**config.mk**
```make
export PLATFORM = sky130hd
export DESIGN_NAME = pwm_multi_ch
export DESIGN_NICKNAME = d
export VERILOG_FILES = /design/src/rtl/pwm_multi_ch.sv
export SDC_FILE = /design/constraint.sdc
export NUM_CORES = 1
export LEC_CHECK = 0
export BUFFER_PORTS_ARGS = -buffer_cell sky130_fd_sc_hd__buf_2
export CAP_MARGIN = 20
export CORE_ASPECT_RATIO = 2
export CORE_UTILIZATION = 25
export DETAILED_ROUTE_END_ITERATION = 8
export PLACE_DENSITY_LB_ADDON = 0.1
export SLEW_MARGIN = 20
export SYNTH_ARGS = -nofsm -noshare
export SYNTH_HDL_FRONTEND = slang
export SYNTH_SLANG_ARGS = --single-unit
```
**constraint.sdc**
```tcl
create_clock -name clk -period 6.84 [get_ports clk]
set_clock_uncertainty 0.15 [all_clocks]
set_input_delay 0.684 -clock clk [delete_from_list [all_inputs] [get_ports clk]]
set_output_delay 0.684 -clock clk [all_outputs]
set_load 0.01 [all_outputs]
```
**src/rtl/pwm_multi_ch.sv**
```systemverilog
// N-channel PWM generator: one shared period counter, per-channel duty, edge or
// center alignment, with period/duty/mode double-buffered to cycle boundaries.
module pwm_multi_ch #(
  parameter int CNT_W = 8,
  parameter int N_CH  = 4
) (
  input  logic                  clk,
  input  logic                  rst,
  input  logic                  en,
  input  logic                  load,
  input  logic [CNT_W-1:0]      period_in,
  input  logic [N_CH*CNT_W-1:0] duty_in,
  input  logic                  center_in,
  output logic [N_CH-1:0]       dout,
  output logic                  cycle_start,
  output logic                  upd_pending
);

  // state | meaning
  // IDLE  | counter parked at 0, outputs low, waiting for en
  // RUN   | stepping through PWM frames using the active settings
  typedef enum logic {IDLE = 1'b0, RUN = 1'b1} state_t;

  state_t                state_q, state_d;
  logic [CNT_W-1:0]      cnt_q, cnt_d;
  logic                  dir_q, dir_d;
  logic [CNT_W-1:0]      per_sh_q, per_sh_d, per_q, per_d;
  logic [N_CH*CNT_W-1:0] duty_sh_q, duty_sh_d, duty_q, duty_d;
  logic                  ctr_sh_q, ctr_sh_d, ctr_q, ctr_d;
  logic [N_CH-1:0]       dout_q, dout_d;
  logic                  cs_q, cs_d;
  logic                  upd_q, upd_d;

  logic [CNT_W-1:0] per_last;
  logic             zero_per;
  logic             at_top;
  logic             boundary;
  logic             xfer;
  logic             run_act;

  assign per_last = per_q - CNT_W'(1);
  assign zero_per = (per_q == '0);
  assign at_top   = (cnt_q == per_last);
  // Last clock of a frame: top of the ramp in edge mode, bottom of the down-slope in center mode.
  assign boundary = (state_q == RUN) && !zero_per &&
                    (ctr_q ? (dir_q && (cnt_q == '0)) : at_top);
  // A zero active period parks the counter; poll the shadow every clock for a usable one.
  assign xfer     = en && ((state_q == IDLE) || boundary ||
                           ((state_q == RUN) && zero_per && (per_sh_q != '0)));
  assign run_act  = (state_q == RUN) && en && !zero_per;

  function automatic logic ch_hit(input logic [CNT_W-1:0] cnt,
                                  input logic [CNT_W-1:0] duty,
                                  input logic [CNT_W-1:0] per,
                                  input logic             center);
    logic hit;
    if (duty == '0)
      hit = 1'b0;
    else if (duty >= per)
      hit = 1'b1;
    else if (center)
      hit = (cnt >= (per - duty));
    else
      hit = (cnt < duty);
    return hit;
  endfunction

  always_ff @(posedge clk or posedge rst) begin
    if (rst) begin
      state_q   <= IDLE;
      cnt_q     <= '0;
      dir_q     <= 1'b0;
      per_sh_q  <= '0;
      duty_sh_q <= '0;
      ctr_sh_q  <= 1'b0;
      per_q     <= '0;
      duty_q    <= '0;
      ctr_q     <= 1'b0;
      dout_q    <= '0;
      cs_q      <= 1'b0;
      upd_q     <= 1'b0;
    end else begin
      state_q   <= state_d;
      cnt_q     <= cnt_d;
      dir_q     <= dir_d;
      per_sh_q  <= per_sh_d;
      duty_sh_q <= duty_sh_d;
      ctr_sh_q  <= ctr_sh_d;
      per_q     <= per_d;
      duty_q    <= duty_d;
      ctr_q     <= ctr_d;
      dout_q    <= dout_d;
      cs_q      <= cs_d;
      upd_q     <= upd_d;
    end
  end

  always_comb begin
    state_d = state_q;
    case (state_q)
      IDLE: if (en)  state_d = RUN;
      RUN:  if (!en) state_d = IDLE;
    endcase
  end

  always_comb begin
    per_sh_d  = per_sh_q;
    duty_sh_d = duty_sh_q;
    ctr_sh_d  = ctr_sh_q;
    per_d     = per_q;
    duty_d    = duty_q;
    ctr_d     = ctr_q;
    cnt_d     = cnt_q;
    dir_d     = dir_q;

    if (load) begin
      per_sh_d  = period_in;
      duty_sh_d = duty_in;
      ctr_sh_d  = center_in;
    end

    // Transfer reads the pre-load shadow, so a coincident load waits one more frame.
    if (xfer) begin
      per_d  = per_sh_q;
      duty_d = duty_sh_q;
      ctr_d  = ctr_sh_q;
    end

    if ((state_q == IDLE) || !en || xfer || zero_per) begin
      cnt_d = '0;
      dir_d = 1'b0;
    end else if (!ctr_q) begin
      cnt_d = cnt_q + CNT_W'(1);
    end else if (!dir_q) begin
      if (at_top)
        dir_d = 1'b1;
      else
        cnt_d = cnt_q + CNT_W'(1);
    end else begin
      cnt_d = cnt_q - CNT_W'(1);
    end

    upd_d = load ? 1'b1 : (xfer ? 1'b0 : upd_q);
  end

  always_comb begin
    dout_d = '0;
    cs_d   = 1'b0;
    if (run_act) begin
      for (int i = 0; i < N_CH; i++)
        dout_d[i] = ch_hit(cnt_q, duty_q[i*CNT_W +: CNT_W], per_q, ctr_q);
      cs_d = (cnt_q == '0) && !dir_q;
    end
  end

  assign dout        = dout_q;
  assign cycle_start = cs_q;
  assign upd_pending = upd_q;

endmodule

```
## Word-level counts from Yosys, hierarchy flattened

Index checks and enable logic that the tools add are counted.

- Equal/unequal tests: 2
- Bitwise operators: 1
- Magnitude comparators: 12
- Mux-type cells: 26
- Add/sub/neg operators: 7
- Reduce and logical (&&, ||, !) cells: 26

Operators by type and width:

| kind | number |
|---|---|
| greater-or-equal comparator 8 bit | 8 |
| logical NOT 8 bit | 6 |
| < comparator 8 bit | 4 |
| two-way mux 8 bit | 4 |
| subtractor 8 bit | 4 |
| two-way mux 1 bit | 21 |
| subtractor 8 x 1 -> 8 bit, second input constant | 2 |
| logical AND 1 bit | 9 |
| adder 8 x 1 -> 8 bit, second input constant | 1 |
| equality test 8 bit | 1 |
| nonzero test 8 bit | 1 |
| logical OR 1 bit | 5 |
| two-way mux 4 bit | 1 |
| inequality test 4 x 3 -> 1 bit, second input constant | 1 |
| nonzero test 2 bit | 2 |
| logical NOT 1 bit | 3 |
| NOT 1 bit | 1 |

- Output and inout bits: 6
- Flip-flop bits (word level): 98
- Input port bits: 45
- Word-level logic and storage cells: 86

## Longest topological paths before layout

- Depth after elaboration: 10
- Depth in mapped cells: 14
- Depth with buffers taken out: 14

## Least setup slack after synthesis

OpenSTA, ideal clock, no wires.

- Path kind: register to register
- Start point: register per_q[0]
- End point: register dout_q[3] (netlist: dout[3])
- Slack: 3.803 ns
- Library setup time: 0.132 ns
- Cell stages (with the launch flop): 15
- Arrival: 2.755 ns
- Clock period less this slack: 3.037 ns
- Cell sequence: dfrtp_1 > inv_1 > ha_1 > inv_1 > fa_1 > a21o_1 > a21oi_1 > o21bai_1 > a21oi_1 > xor2_1 > ha_1 > o211ai_1 > a211oi_1 > o31ai_1 > a31oi_1

- Cells in the longest elaborated chain, start to end: 6
- Elaborated cells between the ends (all ways): 10
- Classes of those cells: add/sub (1); order compare (2); mux (4); reduce/logical (3)

Ends and longest elaborated chain:

| element | RTL line | source |
|---|---|---|
| from (decl) | 27 | `logic [CNT_W-1:0] per_sh_q, per_sh_d, per_q, per_d;` |
| from (signal assigned) | 89 | `per_q <= per_d;` |
| subtractor 8 bit | 62 | `hit = (cnt >= (per - duty));` |
| greater-or-equal comparator 8 bit | 62 |  |
| two-way mux 1 bit | 61 | `else if (center)` |
| two-way mux 1 bit | 59 | `else if (duty >= per)` |
| two-way mux 1 bit | 57 | `if (duty == '0)` |
| two-way mux 4 bit * | 149 | `if (run_act) begin` |
| net dout_d[3] | 30 | `logic [N_CH-1:0] dout_q, dout_d;` |
| to (signal assigned) | 92 | `dout_q <= dout_d;` |
| to (decl) | 30 |  |

Mark *: on every way through the listed nets, which the timed path passes. The rest lies on a longest branch.
A chain may end at the register's enable or synchronous reset.

## Final worst setup path

- Start point: register per_q[1]
- End point: register duty_q[14]

- Cells in the longest elaborated chain, start to end: 7
- Elaborated cells between the ends (all ways): 12
- Classes of those cells: add/sub (1); eq/ne (1); mux (1); reduce/logical (9)

Ends and longest elaborated chain:

| element | RTL line | source |
|---|---|---|
| subtractor 8 x 1 -> 8 bit / logical NOT 8 bit (equally long branches) | 41, 42 |  |
| equality test 8 bit / logical NOT 1 bit (equally long branches) | 43, 45 |  |
| two-way mux 1 bit / logical AND 1 bit (equally long branches) | 46, 45 |  |
| logical AND 1 bit | 45 | `assign boundary = (state_q == RUN) && !zero_per &&` |
| logical OR 1 bit | 48 | `assign xfer = en && ((state_q == IDLE) \|\| boundary \|\|` |
| logical OR 1 bit * | 48 |  |
| logical AND 1 bit * | 48 |  |
| to (signal assigned) | 90 | `duty_q <= duty_d;` |
| to (decl) | 28 | `logic [N_CH*CNT_W-1:0] duty_sh_q, duty_sh_d, duty_q, duty_d;` |

Every way passes the cells marked *; elsewhere a longest branch is shown, timed or not.

==> impl_metrics.tcl <==
set metrics [dict create \
    p_seq_frac 0.323 \
    netlist.top_cell.by_area "dfrtp_1" \
    dp.final_hpwl_um 17300 \
    r2r_cells 8 \
    clockBufferDepth 2 \
    synth_seq_cells 98 \
    drt_iter0_drc 260 \
    cp.arrival_ps 3830 \
    synth_most_common_cell "dfrtp_1" \
    drv_slew 0 \
    vias 6299 \
    stdcell_area_um2 8530 \
    rows 90 \
    pwr_density_cell_nw_per_um2 289 \
    syn_area_um2 7630 \
    synthTopCellsByCount "98 x dfrtp_1, 96 x ha_1, 57 x inv_1, 48 x nand2_1, 42 x nand3_1" \
    dr.pass1.iters 6 \
    finalCritPeriodShare 0.544 \
    drtAntennaViolNets 0 \
    finalHoldViolCount 0 \
    grt_max_degree 78 \
    synth_top_area_frac 0.321 \
    die_y_um 249 \
    grtUsageMet1 0.177 \
    postCtsSetupRepairBufs 0 \
    area_growth_pct 11.8 \
    max_slew_margin 0.351 \
    synth.yosys.warnings 0 \
    p_switching_w 0.000994 \
    r2r_setup_slack_ps 3120 \
    critPathCaptureType "flop" \
    gp_congestion 0.745 \
    synth_edf_count 0 \
    port_buffers 50 \
    critPathLaunchType "flop" \
    path_clk_slew_ps 80 \
    critPathKind "reg -> reg" \
    layout_setup_ws_ps 3120 \
    clk_latency_ps 380 \
    comb_power_share 0.449 \
    cts_tree "done" \
    grt_antenna_before_repair 0 \
    grt_use_met2 0.291 \
    routed_wl_um 23700 \
    hold_class "in -> async" \
    r2r-start "per_q[1]$_DFFE_PP0P_" \
    wl_per_cell_um 19.6 \
    r2r-end "duty_q[14]$_DFFE_PP0P_" \
    intPower_w 0.00147 \
    finalSetupTns_ps 0 \
    synth_nets 953 \
    ys_top_cells_by_area "dfrtp_1 32%, ha_1 16%, mux2_2 6.1%, a311o_1 4.5%, o221ai_1 3.9%" \
    postCtsResizedCells 0 \
    cts_root_buffer "clkbuf_16" \
    start_util 0.254 \
    cp.required_ps 6950 \
    switching_share 0.403 \
    overflow 0 \
    pre_cts_ws_ps 3110 \
    die-area_um2 31300 \
    coreArea_um2 30100 \
    setup_viol 0 \
    tightest_slew_ps 974 \
    peakVddDrop_mv 0.203 \
    synthCells 808 \
    utilization 0.284 \
    top_usage_layer "met2" \
    clkPwrFrac 0.228 \
    fin_nets 976 \
    grt_pass1_vias 6437 \
    period_needed_ps 3720 \
    vias_per_cell 5.23 \
    antenna_cells 0 \
    cts_buffers 9 \
    synthFlopType "dfrtp_1" \
    cts_hold_buf 0 \
    drive_gt1_frac 0.146 \
    fmax_mhz 269 \
    outcome "finished with violations" \
    pin_count 51 \
    place_area_um2 8220 \
    grt_util_met3 0.0221 \
    post_synth.cell_area_avg_um2 9.44 \
    clock_sinks 98 \
    fin_total_pwr_w 0.00247 \
    async_flop_share 1.00 \
    grt_util_all_layers 0.157 \
    grt_pass1_wl_um 37100 \
    die_w_um 126 \
    rsz0062_at_grt "false" \
    max-cap-violations 0 \
    crit_fanout 75 \
    power.leakage_nw 3.78 \
    htreeDepth 3 \
    synthDistinctLibCells 52 \
    violations "DRC" \
    yosysSeqAreaShare 0.321 \
    drc 1 \
]
## cells by family (layout without fill, tap and decap cells)
| kind of cell | after synthesis | count (layout) | share of synthesized area |
|---|---|---|---|
| AOI/OAI and AO/OA | 208 | 208 | 0.206 |
| xor gates and xnor gates | 35 | 35 | 0.0402 |
| adders and majority gates | 100 | 100 | 0.168 |
| buffers and inverters | 105 | 133 | 0.0576 |
| DFF | 98 | 98 | 0.321 |
| muxes | 42 | 42 | 0.0618 |
| and+or+nand+nor | 220 | 220 | 0.145 |
## metal layers
metal	part of all wire	routed length (um)	vias up
met4	0.024	558	0
met3	0.015	348	24
met1	0.42	9940	3094
met5	0	0	-
li1	-	-	3110
met2	0.54	12800	71
## layout make-up
| cell class | count | area (um2) |
|---|---|---|
| flip-flops and latches | 98 | 2450 |
| fillers | 3160 | 21500 |
| repair buffers | 60 | 338 |
| clock buffers | 10 | 239 |
| inverters | 57 | 216 |
| well taps | 368 | 460 |
| clock inverters | 6 | 72.6 |
| multi-input cells | 605 | 4750 |
## critical path: stages, from the launching register on
cell and delay [ps]:
dfrtp_1 750, inv_1 170, ha_1 230, and4b_2 230, buf_4 350, a21boi_4 810
buf_12 370, o221ai_1 170, a311o_1 310
## state kept, by name, indices dropped and copies added (netlist names)
name	flops
upd_pending	1
per_q	8
ctr_q	1
cnt_q	8
duty_q	32
ctr_sh_q	1
dout	4
dir_q	1
duty_sh_q	32
per_sh_q	8
cycle_start	1
state_q	1
## power groups by stage
stage | logic, W | clock network (W) | registers [W]
6_report | 0.00111 | 0.000563 | 0.000797
5_1_grt | 0.00127 | 0.000602 | 0.000813
4_1_cts | 0.00113 | 0.000590 | 0.000800
3_5_place_dp | 0.00112 | 0 | 0.000812
3_3_place_gp | 0.00112 | 0 | 0.000811
2_1_floorplan | 0.000858 | 0 | 0.000760
## cell usage in the layout (no fill, tap or decap), types with 8 or more instances in the layout
cell type	instances
o21bai_1	9
nor4_1	17
nor2_1	31
inv_1	56
a21oi_1	26
xnor2_1	25
nor3_1	39
nand3_1	42
o21ai_0	27
a31oi_1	10
a21o_1	24
nand4_1	8
nand2_1	48
nor2b_1	11
buf_4	9
clkbuf_16	9
xor2_1	10
a311o_1	34
ha_1	96
mux2_2	41
a211oi_1	10
o221ai_1	34
dfrtp_1	98
buf_2	50
nand2b_1	8
## stage by stage
stage | instances | hold WS, ps
after floorplan | 808 | 305
after global placement | 1188 | 341
after detailed placement | 1188 | 346
after CTS | 1204 | 196
after global routing | 1204 | 214
final | 1204 | 183
## worst max-delay path by stage
stage / from / end / cells past startpoint / slack, ps
floorplan: rst / cnt_q[0]$_DFFE_PP0P_ / 1 / 3440
global placement: per_q[1]$_DFFE_PP0P_ / duty_q[12]$_DFFE_PP0P_ / 8 / 3140
detailed placement: per_q[1]$_DFFE_PP0P_ / duty_q[14]$_DFFE_PP0P_ / 8 / 3110
CTS: per_q[1]$_DFFE_PP0P_ / duty_q[14]$_DFFE_PP0P_ / 8 / 3100
global route: per_q[1]$_DFFE_PP0P_ / duty_q[14]$_DFFE_PP0P_ / 8 / 2830
finish: per_q[1]$_DFFE_PP0P_ / duty_q[14]$_DFFE_PP0P_ / 8 / 3120
Note: power is estimated with default switching activity, not from simulation.
